File: config.mk
export PLATFORM = sky130hd
export DESIGN_NAME = otter_mem_arbiter_flat
export DESIGN_NICKNAME = d
export VERILOG_FILES = /design/src/rtl/otter_mem_arbiter_pkg.sv /design/src/rtl/otter_mem_arbiter_if.sv /design/src/rtl/otter_mem_arbiter_rr_arb2.sv /design/src/rtl/otter_mem_arbiter.sv /design/src/flat_wrapper.sv
export SDC_FILE = /design/constraint.sdc
export NUM_CORES = 1
export LEC_CHECK = 0
export CAP_MARGIN = 15
export CORE_ASPECT_RATIO = 0.9
export CORE_MARGIN = 2
export CORE_UTILIZATION = 34
export CTS_CLUSTER_DIAMETER = 200
export DETAILED_ROUTE_END_ITERATION = 6
export PLACE_DENSITY = 0.81
export SLEW_MARGIN = 15
export SYNTH_ARGS = -nofsm -noshare
export SYNTH_HDL_FRONTEND = slang
export SYNTH_SLANG_ARGS = --single-unit
File: constraint.sdc
create_clock -name MEM_CLK -period 2.9 [get_ports MEM_CLK]
set_clock_uncertainty 0.15 [all_clocks]
set_input_delay 0.58 -clock MEM_CLK [delete_from_list [all_inputs] [get_ports MEM_CLK]]
set_output_delay 0.58 -clock MEM_CLK [all_outputs]
set_load 0.1 [all_outputs]
File: src/rtl/otter_mem_arbiter_pkg.sv
// Shared constants and types for the OTTER main-memory arbiter.
package otter_mem_pkg;

    localparam int unsigned WORDS_PER_LINE   = 8;
    localparam int unsigned LINE_OFFSET_BITS = 5;
    localparam int unsigned BEAT_W           = 3;

    typedef enum logic [1:0] {
        IDLE,
        WRITE,
        READ,
        DONE
    } arb_state_t;

    typedef enum logic {
        PORT_I,
        PORT_D
    } port_t;

endpackage

File: src/rtl/otter_mem_arbiter_if.sv
// Cache-side and memory-side signals of the main-memory arbiter.
interface otter_mem_arbiter_if #(
    parameter int unsigned ADDR_WIDTH = 16
);
    import otter_mem_pkg::*;

    localparam int unsigned LINE_W = ADDR_WIDTH - LINE_OFFSET_BITS;

    logic                  i_req;
    logic [LINE_W-1:0]     i_line_addr;
    logic                  d_req;
    logic                  d_we;
    logic [LINE_W-1:0]     d_line_addr;
    logic [31:0]           d_wdata;
    logic                  i_gnt;
    logic                  d_gnt;
    logic [BEAT_W-1:0]     beat_idx;
    logic [31:0]           rd_data;
    logic                  rd_valid;
    logic [BEAT_W-1:0]     rd_beat;
    logic                  i_done;
    logic                  d_done;
    logic [ADDR_WIDTH-1:0] mem_addr;
    logic                  mem_we;
    logic [31:0]           mem_wdata;
    logic [31:0]           mem_rdata;
    logic                  busy;

    // Arbiter side
    modport slave (
        input  i_req, i_line_addr, d_req, d_we, d_line_addr, d_wdata, mem_rdata,
        output i_gnt, d_gnt, beat_idx, rd_data, rd_valid, rd_beat,
        output i_done, d_done, mem_addr, mem_we, mem_wdata, busy
    );

    // Cache controllers and memory side
    modport master (
        output i_req, i_line_addr, d_req, d_we, d_line_addr, d_wdata, mem_rdata,
        input  i_gnt, d_gnt, beat_idx, rd_data, rd_valid, rd_beat,
        input  i_done, d_done, mem_addr, mem_we, mem_wdata, busy
    );

endinterface

File: src/rtl/otter_mem_arbiter_rr_arb2.sv
// Two-requester round-robin picker; last winner loses the next tie.
module rr_arb2
    import otter_mem_pkg::*;
(
    input  logic  i_clk,
    input  logic  i_rst,
    input  logic  i_req_i,
    input  logic  i_req_d,
    input  logic  i_update,
    output logic  o_valid_c,
    output port_t o_gnt_port_c
);

    port_t r_last_gnt;

    // Combinational pick: lone requester wins, ties go to the port not granted last
    always_comb begin
        o_valid_c    = i_req_i | i_req_d;
        o_gnt_port_c = PORT_I;
        if (i_req_i && i_req_d) begin
            o_gnt_port_c = (r_last_gnt == PORT_I) ? PORT_D : PORT_I;
        end else if (i_req_d) begin
            o_gnt_port_c = PORT_D;
        end
    end

    // Remember the winner at the moment a grant is taken
    always_ff @(posedge i_clk or posedge i_rst) begin
        if (i_rst) begin
            r_last_gnt <= PORT_I;
        end else if (i_update && o_valid_c) begin
            r_last_gnt <= o_gnt_port_c;
        end
    end

endmodule

File: src/rtl/otter_mem_arbiter.sv
// Shares single-port main memory between I-cache fills and D-cache fills/writebacks,
// one 8-beat line burst at a time.
module otter_mem_arbiter
    import otter_mem_pkg::*;
#(
    parameter int unsigned ADDR_WIDTH   = 16,
    parameter int unsigned READ_LATENCY = 1
) (
    input  logic               MEM_CLK,
    input  logic               MEM_RST,
    otter_mem_arbiter_if.slave bus
);

    localparam int unsigned       LINE_W    = ADDR_WIDTH - LINE_OFFSET_BITS;
    localparam logic [BEAT_W-1:0] LAST_BEAT = BEAT_W'(WORDS_PER_LINE - 1);

    arb_state_t            r_state,    w_state;
    port_t                 r_port,     w_port;
    logic [LINE_W-1:0]     r_line,     w_line;
    logic [BEAT_W-1:0]     r_beat,     w_beat;
    logic                  r_issue,    w_issue;
    logic                  r_i_gnt,    w_i_gnt;
    logic                  r_d_gnt,    w_d_gnt;
    logic                  r_i_done,   w_i_done;
    logic                  r_d_done,   w_d_done;
    logic                  r_mem_we,   w_mem_we;
    logic                  r_busy,     w_busy;
    logic [ADDR_WIDTH-1:0] r_mem_addr, w_mem_addr;

    logic [READ_LATENCY-1:0] r_pv;
    logic [BEAT_W-1:0]       r_pb [READ_LATENCY];

    logic  w_arb_valid;
    logic  w_arb_update;
    port_t w_arb_port;

    function automatic logic [ADDR_WIDTH-1:0] beat_addr(input logic [LINE_W-1:0] line,
                                                        input logic [BEAT_W-1:0] beat);
        return {line, beat, 2'b00};
    endfunction

    rr_arb2 u_rr_arb2 (
        .i_clk        (MEM_CLK),
        .i_rst        (MEM_RST),
        .i_req_i      (bus.i_req),
        .i_req_d      (bus.d_req),
        .i_update     (w_arb_update),
        .o_valid_c    (w_arb_valid),
        .o_gnt_port_c (w_arb_port)
    );

    // Next-state and next-output decode for the burst sequencer
    always_comb begin
        w_state      = r_state;
        w_port       = r_port;
        w_line       = r_line;
        w_beat       = r_beat;
        w_issue      = r_issue;
        w_i_gnt      = r_i_gnt;
        w_d_gnt      = r_d_gnt;
        w_i_done     = 1'b0;
        w_d_done     = 1'b0;
        w_mem_we     = 1'b0;
        w_mem_addr   = r_mem_addr;
        w_arb_update = 1'b0;
        unique case (r_state)
            IDLE: begin
                if (w_arb_valid) begin
                    w_arb_update = 1'b1;
                    w_port       = w_arb_port;
                    w_line       = (w_arb_port == PORT_D) ? bus.d_line_addr : bus.i_line_addr;
                    w_beat       = '0;
                    w_mem_addr   = beat_addr(w_line, '0);
                    w_i_gnt      = (w_arb_port == PORT_I);
                    w_d_gnt      = (w_arb_port == PORT_D);
                    if ((w_arb_port == PORT_D) && bus.d_we) begin
                        w_state  = WRITE;
                        w_mem_we = 1'b1;
                    end else begin
                        w_state  = READ;
                        w_issue  = 1'b1;
                    end
                end
            end
            WRITE: begin
                if (r_beat == LAST_BEAT) begin
                    w_state  = DONE;
                    w_i_done = (r_port == PORT_I);
                    w_d_done = (r_port == PORT_D);
                end else begin
                    w_beat     = BEAT_W'(r_beat + 1'b1);
                    w_mem_we   = 1'b1;
                    w_mem_addr = beat_addr(r_line, w_beat);
                end
            end
            READ: begin
                // Address beats stop after the last word; stay here until its data drains
                if (r_issue) begin
                    if (r_beat == LAST_BEAT) begin
                        w_issue = 1'b0;
                    end else begin
                        w_beat     = BEAT_W'(r_beat + 1'b1);
                        w_mem_addr = beat_addr(r_line, w_beat);
                    end
                end
                if (r_pv[READ_LATENCY-1] && (r_pb[READ_LATENCY-1] == LAST_BEAT)) begin
                    w_state  = DONE;
                    w_i_done = (r_port == PORT_I);
                    w_d_done = (r_port == PORT_D);
                end
            end
            DONE: begin
                w_state = IDLE;
                w_i_gnt = 1'b0;
                w_d_gnt = 1'b0;
            end
            default: begin
                w_state = IDLE;
            end
        endcase
        w_busy = (w_state != IDLE);
    end

    // State and registered outputs; reset aborts any burst immediately
    always_ff @(posedge MEM_CLK or posedge MEM_RST) begin
        if (MEM_RST) begin
            r_state    <= IDLE;
            r_port     <= PORT_I;
            r_line     <= '0;
            r_beat     <= '0;
            r_issue    <= 1'b0;
            r_i_gnt    <= 1'b0;
            r_d_gnt    <= 1'b0;
            r_i_done   <= 1'b0;
            r_d_done   <= 1'b0;
            r_mem_we   <= 1'b0;
            r_busy     <= 1'b0;
            r_mem_addr <= '0;
        end else begin
            r_state    <= w_state;
            r_port     <= w_port;
            r_line     <= w_line;
            r_beat     <= w_beat;
            r_issue    <= w_issue;
            r_i_gnt    <= w_i_gnt;
            r_d_gnt    <= w_d_gnt;
            r_i_done   <= w_i_done;
            r_d_done   <= w_d_done;
            r_mem_we   <= w_mem_we;
            r_busy     <= w_busy;
            r_mem_addr <= w_mem_addr;
        end
    end

    // Read-return tracker: follows each issued read address by the memory latency
    always_ff @(posedge MEM_CLK or posedge MEM_RST) begin
        if (MEM_RST) begin
            r_pv <= '0;
            for (int k = 0; k < READ_LATENCY; k++) begin
                r_pb[k] <= '0;
            end
        end else begin
            r_pv[0] <= (r_state == READ) && r_issue;
            r_pb[0] <= r_beat;
            for (int k = 1; k < READ_LATENCY; k++) begin
                r_pv[k] <= r_pv[k-1];
                r_pb[k] <= r_pb[k-1];
            end
        end
    end

    assign bus.i_gnt     = r_i_gnt;
    assign bus.d_gnt     = r_d_gnt;
    assign bus.beat_idx  = r_beat;
    assign bus.rd_valid  = r_pv[READ_LATENCY-1];
    assign bus.rd_beat   = r_pb[READ_LATENCY-1];
    assign bus.i_done    = r_i_done;
    assign bus.d_done    = r_d_done;
    assign bus.mem_addr  = r_mem_addr;
    assign bus.mem_we    = r_mem_we;
    assign bus.busy      = r_busy;
    // Data paths pass straight through so memory timing is not stretched; gated to 0 when idle
    assign bus.rd_data   = r_pv[READ_LATENCY-1] ? bus.mem_rdata : '0;
    assign bus.mem_wdata = r_mem_we ? bus.d_wdata : '0;

endmodule

File: src/flat_wrapper.sv
// flat-port wrapper written by rule: the top's interface ports become plain ports
module otter_mem_arbiter_flat import otter_mem_pkg::*;
#(
    parameter int unsigned ADDR_WIDTH   = 16,
    parameter int unsigned READ_LATENCY = 1
)
  (MEM_CLK, MEM_RST, bus_i_req, bus_i_line_addr, bus_d_req, bus_d_we, bus_d_line_addr, bus_d_wdata, bus_mem_rdata, bus_i_gnt, bus_d_gnt, bus_beat_idx, bus_rd_data, bus_rd_valid, bus_rd_beat, bus_i_done, bus_d_done, bus_mem_addr, bus_mem_we, bus_mem_wdata, bus_busy);
  otter_mem_arbiter_if #(.ADDR_WIDTH(ADDR_WIDTH)) bus_i ();
  input  logic MEM_CLK;
  input  logic MEM_RST;
  input wire logic [$bits(bus_i.i_req)-1:0] bus_i_req;
  input wire logic [$bits(bus_i.i_line_addr)-1:0] bus_i_line_addr;
  input wire logic [$bits(bus_i.d_req)-1:0] bus_d_req;
  input wire logic [$bits(bus_i.d_we)-1:0] bus_d_we;
  input wire logic [$bits(bus_i.d_line_addr)-1:0] bus_d_line_addr;
  input wire logic [$bits(bus_i.d_wdata)-1:0] bus_d_wdata;
  input wire logic [$bits(bus_i.mem_rdata)-1:0] bus_mem_rdata;
  output wire logic [$bits(bus_i.i_gnt)-1:0] bus_i_gnt;
  output wire logic [$bits(bus_i.d_gnt)-1:0] bus_d_gnt;
  output wire logic [$bits(bus_i.beat_idx)-1:0] bus_beat_idx;
  output wire logic [$bits(bus_i.rd_data)-1:0] bus_rd_data;
  output wire logic [$bits(bus_i.rd_valid)-1:0] bus_rd_valid;
  output wire logic [$bits(bus_i.rd_beat)-1:0] bus_rd_beat;
  output wire logic [$bits(bus_i.i_done)-1:0] bus_i_done;
  output wire logic [$bits(bus_i.d_done)-1:0] bus_d_done;
  output wire logic [$bits(bus_i.mem_addr)-1:0] bus_mem_addr;
  output wire logic [$bits(bus_i.mem_we)-1:0] bus_mem_we;
  output wire logic [$bits(bus_i.mem_wdata)-1:0] bus_mem_wdata;
  output wire logic [$bits(bus_i.busy)-1:0] bus_busy;
  assign bus_i.i_req = bus_i_req;
  assign bus_i.i_line_addr = bus_i_line_addr;
  assign bus_i.d_req = bus_d_req;
  assign bus_i.d_we = bus_d_we;
  assign bus_i.d_line_addr = bus_d_line_addr;
  assign bus_i.d_wdata = bus_d_wdata;
  assign bus_i.mem_rdata = bus_mem_rdata;
  assign bus_i_gnt = bus_i.i_gnt;
  assign bus_d_gnt = bus_i.d_gnt;
  assign bus_beat_idx = bus_i.beat_idx;
  assign bus_rd_data = bus_i.rd_data;
  assign bus_rd_valid = bus_i.rd_valid;
  assign bus_rd_beat = bus_i.rd_beat;
  assign bus_i_done = bus_i.i_done;
  assign bus_d_done = bus_i.d_done;
  assign bus_mem_addr = bus_i.mem_addr;
  assign bus_mem_we = bus_i.mem_we;
  assign bus_mem_wdata = bus_i.mem_wdata;
  assign bus_busy = bus_i.busy;
  otter_mem_arbiter #(.ADDR_WIDTH(ADDR_WIDTH), .READ_LATENCY(READ_LATENCY)) u_core (.MEM_CLK(MEM_CLK), .MEM_RST(MEM_RST), .bus(bus_i));
endmodule
Word-level counts from Yosys, hierarchy flattened --
Index checks and enable logic that the tools add are counted.
Cells by class: add/sub/neg operators 1, equal/unequal tests 8, multiplexer cells 39, bitwise gates (word level) 3, reductions and logical operators 14
Operators by type and width (count):
- $mux W32 | 2
- $mux W16 | 3
- $pmux W16 S3 | 1
- $mux W1 | 17
- $pmux W1 S2 | 6
- $mux W11 | 1
- $mux W3 | 3
- $pmux W3 S3 | 1
- $mux W2 | 4
- $pmux W2 S4 | 1
- $eq A3 B3 Y1 const B | 2
- $reduce_and A3 Y1 | 2
- $reduce_bool A2 Y1 | 3
- $logic_and A1 B1 Y1 | 5
- $eq A2 B2 Y1 const B | 2
- $ne A2 B2 Y1 const B | 2
- $reduce_and A2 Y1 | 2
- $add A3 B1 Y3 const B | 1
- $reduce_bool A3 Y1 | 1
- $eq A2 B1 Y1 const B | 1
- $logic_not A2 Y1 | 1
- $ne A2 B1 Y1 const B | 1
- $not A1 Y1 | 2
- $or A1 B1 Y1 | 1
Word-level totals: register bits after elaboration 45, input bits 91, output and inout bits 93, logic and storage cells 80

Longest topological paths before layout --
Gate-level depths: netlist of the first run.
depth in word-level cells 7, depth in mapped cells 9

By module --
Synthesis of the first run repeated with hierarchy kept, for this count alone.
Unflattened totals: cell total of the unflattened synthesis 251, area, all modules 2424.8 um2
Modules (own cells, without submodules):
- otter_mem_arbiter | times used 1, cells each 245, area each 2371.0 um2, sequential area each 975.9 um2
- rr_arb2 | times used 1, cells each 6, area each 53.8 um2, sequential area each 25.0 um2

Worst setup path after synthesis of the first run --
Ideal clock, no wire load.
kind register to output, from register u_core.r_pv (netlist: u_core.bus.rd_valid), to output port bus_rd_data[10], arrival 1.993 ns, required time 2.170 ns, slack 0.177 ns, cell stages (with the launch flop) 3, path buffers 1, path through dfrtp_1 clkbuf_1 and2_1
On the way: word-level cells in the longest chain between the ends 1
RTL lines:
- from (decl) | RTL line otter_mem_arbiter.sv:30 | logic [READ_LATENCY-1:0] r_pv;
- from (signal, indexed assignment) | RTL line otter_mem_arbiter.sv:166 | r_pv[k] <= r_pv[k-1];
- $mux W32 | RTL line otter_mem_arbiter.sv:183 | assign bus.rd_data = r_pv[READ_LATENCY-1] ? bus.mem_rdata : '0;
- to (decl) | RTL line flat_wrapper.sv:21 | output wire logic [$bits(bus_i.rd_data)-1:0] bus_rd_data;
Every way passes these cells.

Final worst setup path of the first run --
from register u_core.r_state[0], to register u_core.r_mem_addr[7] (netlist: u_core.bus.mem_addr[7])
On the way: word-level cells in the longest chain between the ends 3, elaborated cells on any way between the ends 8, classes of those cells eq/ne: 4; mux: 1; reduce/logical: 3
RTL lines:
- from (decl) | RTL line otter_mem_arbiter.sv:17 | arb_state_t r_state, w_state;
- from (signal assigned) | RTL line otter_mem_arbiter.sv:140 | r_state <= w_state;
- $eq A2 B2 Y1, or another cell as far along | RTL line otter_mem_arbiter.sv:66 | unique case (r_state)
- $ne A2 B1 Y1 (no line), or another cell as far along
- $reduce_and A3 Y1 (no line)
- to (signal assigned) | RTL line otter_mem_arbiter.sv:151 | r_mem_addr <= w_mem_addr;
- to (decl) | RTL line otter_mem_arbiter.sv:28 | logic [ADDR_WIDTH-1:0] r_mem_addr, w_mem_addr;
Parallel ways exist; a longest one is shown, timed or not. A chain may end at the register's enable or synchronous reset.

==> results of run 1 <==
==> placed cells by master (no fill, tap or decap), drive strengths merged, types with 2 or more instances in the layout <==
master / count
mux2i: 12
nand3: 2
o21ai: 30
a21boi: 2
clkbuf: 6
inv: 16
nor3b: 2
nand2: 32
buf: 99
ha: 7
clkdlybuf4s50: 90
and2: 65
mux2: 12
conb: 2
dfrtp: 39
nor2: 6
a21oi: 2
nor2b: 2
==> final timing paths <==
| kind | start | to | slack (ns) |
|---|---|---|---|
| max in group asynchronous | MEM_RST | u_core.bus.mem_addr[7] | 1.71 |
| min | u_core.r_line[5] | u_core.r_line[5] | 0.33 |
| max reg2reg | u_core.r_state[0] | u_core.bus.mem_addr[7] | 0.55 |
| min reg2reg | u_core.r_line[5] | u_core.r_line[5] | 0.33 |
| min in group asynchronous | MEM_RST | u_core.bus.rd_beat[0] | 0.54 |
| max | u_core.r_state[0] | u_core.bus.mem_addr[7] | 0.55 |
==> synth_stat cells (all sizes together) <==
library cell and number:
a2111o 1, a21boi 2, a21oi 2, a22o 1, a22oi 1, a311o 1
a31oi 1, a32oi 1, a41oi 1, and2 65, and3 1, and4 1
buf 14, clkbuf 8, conb 1, dfrtp 39, ha 7, inv 16
mux2 12, mux2i 12, nand2 32, nand2b 1, nand3 2, nor2 6
nor2b 2, nor3 1, nor3b 2, o21ai 30, o22ai 1, o31ai 1
or2b 1
==> state kept, by name, indices dropped and copies added, names as in the netlist, 2 cells and up <==
| register | count |
|---|---|
| u_core.bus.mem_addr | 12 |
| u_core.r_line | 11 |
| u_core.bus.rd_beat | 3 |
| u_core.bus.beat_idx | 2 |
| u_core.r_state | 2 |
==> metrics by stage <==
stage / instance area, sq um / hold WS (ns)
2_1_floorplan: 2430 / 0.300
3_3_place_gp: 4860 / 0.309
3_5_place_dp: 4860 / 0.314
4_1_cts: 4970 / 0.331
5_1_grt: 4970 / 0.362
6_report: 4970 / 0.332
==> worst max-delay path: cells and delay by family, from the launching register on <==
family | cells | cell delay, ns
adder cells (fa/ha/maj) | 1 | 0.42
flip-flops | 1 | 0.42
AO/OA/AOI/OAI | 2 | 0.73
AND/OR/NAND/NOR | 1 | 0.09
buffers and inverters | 2 | 0.41
==> area by class of cell <==
cell class                      count  area, sq um
Multi-Input combinational cell    190         1260
Fill cell                         486         2030
Clock inverter                      2         35.0
Clock buffer                        6         82.6
Sequential cell                    39          976
Timing Repair Buffer              189         2440
Tap cell                           93          116
Inverter                           16         60.1
==> layer usage <==
metal | track usage, % | up-vias | part of all wire [%]
met5 | 0 | - | 0
met1 | 26.5 | 1125 | 40
met3 | 5.92 | 10 | 8.0
met4 | 4.81 | 0 | 1.0
li1 | - | 1207 | -
met2 | 38.7 | 103 | 51
==> cells by family (layout without fill, tap and decap cells) <==
kind of cell | after synthesis | after routing | share of synthesized area, %
other | 1 | 2 | 0.154
and+or+nand+nor | 114 | 114 | 25.5
adders and majority gates | 7 | 7 | 3.60
muxes | 24 | 24 | 10.5
buffers and inverters | 38 | 213 | 8.23
DFF | 39 | 39 | 40.1
AOI/OAI and AO/OA | 43 | 43 | 11.8
==> summary.md, run 1 <==
| Metric | Value |
|---|---|
| Core box area | roughly 7000 sq um |
| Die Span X | 93.1 microns |
| Remaining Overflow, GRT | 0 |
| # IOs | 184 |
| Post-synthesis cell type count | 38 |
| Post-CTS Setup Inserts | 0 |
| CP Capture Type | register |
| PortBufs | 181 |
| Slowest stage delay, CP | approximately 0.7 ns |
| Syn Inst Count | about 270 |
| Yosys warnings | 0 |
| Worst relative slew slack | 50.0% |
| Root buf cell | clkbuf_8 |
| Largest net degree at the start of global routing | 40 |
| Initial DRC Count | approximately 140 |
| Post-Place Cells | ~530 |
| CTS Buf Count | 5 |
| Crit share post-route | between 80% and 90% |
| Mapped Avg Cell Area | about 9.1 sq um |
| Initial Util | approximately a third |
| Rows | 29 |
| First-pass GRT wire length | roughly 13000 microns |
| Synth top area cells | dfrtp_1 (40%), and2_1 (17%), mux2_2 (5.6%) |
| CTS resizes | 0 |
| Clock Pin Slew Worst Setup and Hold Paths | ~0.08 ns |
| DRT Pass-1 Iters | 5 |
| Layout area overhead | 105% |
| Top cell type by total area after synthesis | dfrtp_1 |
| Final min period | 2.35 ns |
| Crit path arrival time | between 2 and 2.5 ns |
| Reg2Reg Depth | 6 |
| Layout cells sized above 1 | approximately 29% |
| Die height | between 80 and 90 microns |
| Detail Route Antenna Nets | 0 |
| Synth top area share | 40.1% |
| Worst setup margin | between 0.5 and 0.6 ns |
| Final GP Congestion | between 0.8 and 0.9 |
| CP Cell Sequence | inv_1, ha_1, a2111o_1, buf_4, nand2_1, o21ai_2 |
| Final Max Slew Viols | 0 |
| Status | finished clean |
| Max Freq | ~430 MHz |
| Vias | 2445 |
| Hold path cells | 2 |
| CTS tree | built |
| CTS H-tree depth | 2 |
| CP startpoint kind | register |
| Final Hold Viols | 0 |
| Via density | 4.57 |
| Number of global-route vias before repair | approximately 2500 |
| Max-capacitance violation count | 0 |
| Die area | a little under 8000 sq um |
| DR DRC count | 0 |
| Critical setup path kind | register to register |
| ANT cells | 0 |
| Cell with the largest stage delay on the worst path | a2111o_1 |
| WP data required | between 2 and 3 ns |
| Crit-path max FO | 17 |
| Finished Layout Cells | roughly 540 |
| Final setup violation count | 0 |
| Register area share after synthesis | 40.1% |
| Place WS | 0.414 ns |
| Skew-Pair Late Insertion Delay | approximately 0.3 ns |
| Hpwl dp | 7000 microns |
| Core Util, Final | a little under three quarters |
| Routed WL | about 8600 microns |
| Wire per inst | 16.0 microns |
| Antenna violations before repair | 0 |
| Synthesized cell area | 2430 sq um |
| Post-CTS Hold Fix Bufs | 0 |
| CTS sink cnt | 39 |
| Hold Path Class | register to register |
| RSZ-0062 raised after global routing | false |
| Fin nets | between 500 and 600 |
| Gr usage total | 21.8% |
| Seq cells post-synth | 39 |
| Worst slew pin tran | 0.749 ns |
| Setup TNS Final | 0 ns |
| CTS Buffer Depth | 2 |
Power of run 1 is left out: the tool's default activity adds up to more than one toggle a clock period on the data nets, which glitch-free logic cannot reach.
==> run 2, diff against run 1 <==
--- a/config.mk
+++ b/config.mk
@@ -8,10 +8,10 @@
 export CAP_MARGIN = 15
 export CORE_ASPECT_RATIO = 0.9
 export CORE_MARGIN = 2
-export CORE_UTILIZATION = 34
+export CORE_UTILIZATION = 31
 export CTS_CLUSTER_DIAMETER = 200
 export DETAILED_ROUTE_END_ITERATION = 6
-export PLACE_DENSITY = 0.81
+export PLACE_DENSITY = 0.78
 export SLEW_MARGIN = 15
 export SYNTH_ARGS = -nofsm -noshare
 export SYNTH_HDL_FRONTEND = slang
==> constraint.sdc (replaced) <==
create_clock -name MEM_CLK -period 2.1 [get_ports MEM_CLK]
set_clock_uncertainty 0.15 [all_clocks]
set_input_delay 0.42 -clock MEM_CLK [delete_from_list [all_inputs] [get_ports MEM_CLK]]
set_output_delay 0.42 -clock MEM_CLK [all_outputs]
set_load 0.1 [all_outputs]
==> summary.md, run 2 (synthesis gave the netlist of run 1 again) <==
| Metric | Value |
|---|---|
| Status | finished clean |
| Hold Path Class | register to register |
| PortBufs | around 180 |
| Rows | 30 |
| CTS resizes | 0 |
| CP Buf/Inv Count | 2 |
| Final min period | ~2.0 ns |
| Slowest stage delay, CP | ~0.47 ns |
| DR DRC count | 0 |
| Layout area overhead | 117% |
| Post-Place Cells | around 530 |
| Post-CTS Setup Inserts | 0 |
| Worst hold margin | around 0.33 ns |
| ANT cells | 0 |
| Die area | approximately 8600 sq um |
| Placed cell area | approximately 5200 sq um |
| Final Max Slew Viols | 0 |
| CP Cell Sequence | inv_1, ha_1, a2111o_1, buf_12, o21ai_0 |
| Routed WL | 8810 microns |
| Vias | between 2000 and 2500 |
| Final setup violation count | 0 |
| Crit-path max FO | 28 |
| Max Freq | 497 MHz |
| Most common cell after layout, fill and taps aside | clkdlybuf4s50_1 |
| CTS H-tree depth | 2 |
| Fin nets | roughly 540 |
| Family with the most delay on the worst path | compound AO/OA/AOI/OAI gates |
| Cell with the largest stage delay on the worst path | a2111o_1 |
| Detail Route Antenna Nets | 0 |
| Antenna violations before repair | 0 |
| Via density | about 4.6 |
| Layout cells sized above 1 | between 40% and 50% |
| Die Span X | 97.3 microns |
| Die height | a little under 90 microns |
| First-pass GRT wire length | ~13000 microns |
| Hpwl dp | between 7000 and 8000 microns |
| Finished Layout Cells | around 540 |
| CP Capture Type | register |
| Crit path arrival time | 2.07 ns |
| CTS Buf Count | 5 |
| Max reg flops | 12 |
| DRT Pass-1 Iters | 4 |
| Core box area | 7580 sq um |
| Largest net degree at the start of global routing | 40 |
| Root buf cell | clkbuf_8 |
| CP startpoint kind | register |
| Gr usage total | 19.8% |
| RSZ-0062 raised after global routing | false |
| Final Hold Viols | 0 |
| Number of global-route vias before repair | roughly 2400 |
| Final GP Congestion | 0.857 |
| Fin area | 5270 sq um |
| Crit share post-route | a little over nine tenths |
| CTS sink cnt | 39 |
| Post-CTS Hold Fix Bufs | 0 |
| Most frequent cells in the layout | clkdlybuf4s50_1 (90), buf_12 (80), and2_2 (64) |
| Setup TNS Final | 0 ns |
| CTS tree | built |
| CTS Buffer Depth | 2 |
| Initial DRC Count | a little over 80 |
| # IOs | approximately 180 |
| Max-capacitance violation count | 0 |
| Clock Pin Slew Worst Setup and Hold Paths | about 0.080 ns |
| Initial Util | 32.1% |
| Wire per inst | between 15 and 20 microns |
| Remaining Overflow, GRT | 0 |
| WP data required | approximately 2.2 ns |
| Skew-Pair Late Insertion Delay | roughly 0.3 ns |
| Critical setup path kind | register to register |
==> run 2: layout make-up <==
cell class,instances,area (sq um)
clock buffers,6,72.6
clock inverters,2,12.5
fillers,533,2310
inverters,16,60.1
multi-input cells,190,1350
flip-flops and latches,39,987
well taps,96,120
repair buffers,192,2670
==> run 2: per-layer routing <==
metal / global-route usage [%] / share of wire, %
met1: 23.8 / 40
met2: 36.0 / 52
met3: 4.47 / 6.3
met4: 6.06 / 1.1
met5: 0 / 0
==> run 2: stage by stage <==
stage                     worst slack (ns)  util (%)
after detailed placement           -0.0213      68.4
final                               0.0893      69.6
after global placement              0.0256      68.4
after floorplan                    0.00950         -
after CTS                            0.110      69.6
after global routing                0.0337      69.6
==> run 2: worst paths after layout <==
| check | to | slack, ns | depth (start not counted) | startpoint |
|---|---|---|---|---|
| worst max-delay path | u_core.bus.mem_addr[11] | 0.09 | 5 | u_core.r_state[0] |
| worst min-delay path | u_core.r_line[3] | 0.33 | 2 | u_core.r_line[3] |
| worst max register to register | u_core.bus.mem_addr[11] | 0.09 | 5 | u_core.r_state[0] |
| worst min register to register | u_core.r_line[3] | 0.33 | 2 | u_core.r_line[3] |
| max in group asynchronous | u_core.bus.beat_idx[1] | 1.03 | 3 | MEM_RST |
| min in group asynchronous | u_core.bus.d_done | 0.40 | 3 | MEM_RST |
==> run 2: worst min-delay path, delay by kind of cell (launching register included) <==
| kind | cells | cell delay, ns |
|---|---|---|
| flip-flops | 1 | 0.35 |
| AO/OA/AOI/OAI | 1 | 0.06 |
| AND/OR/NAND/NOR | 1 | 0.04 |
Power of run 2 is left out for the same reason.
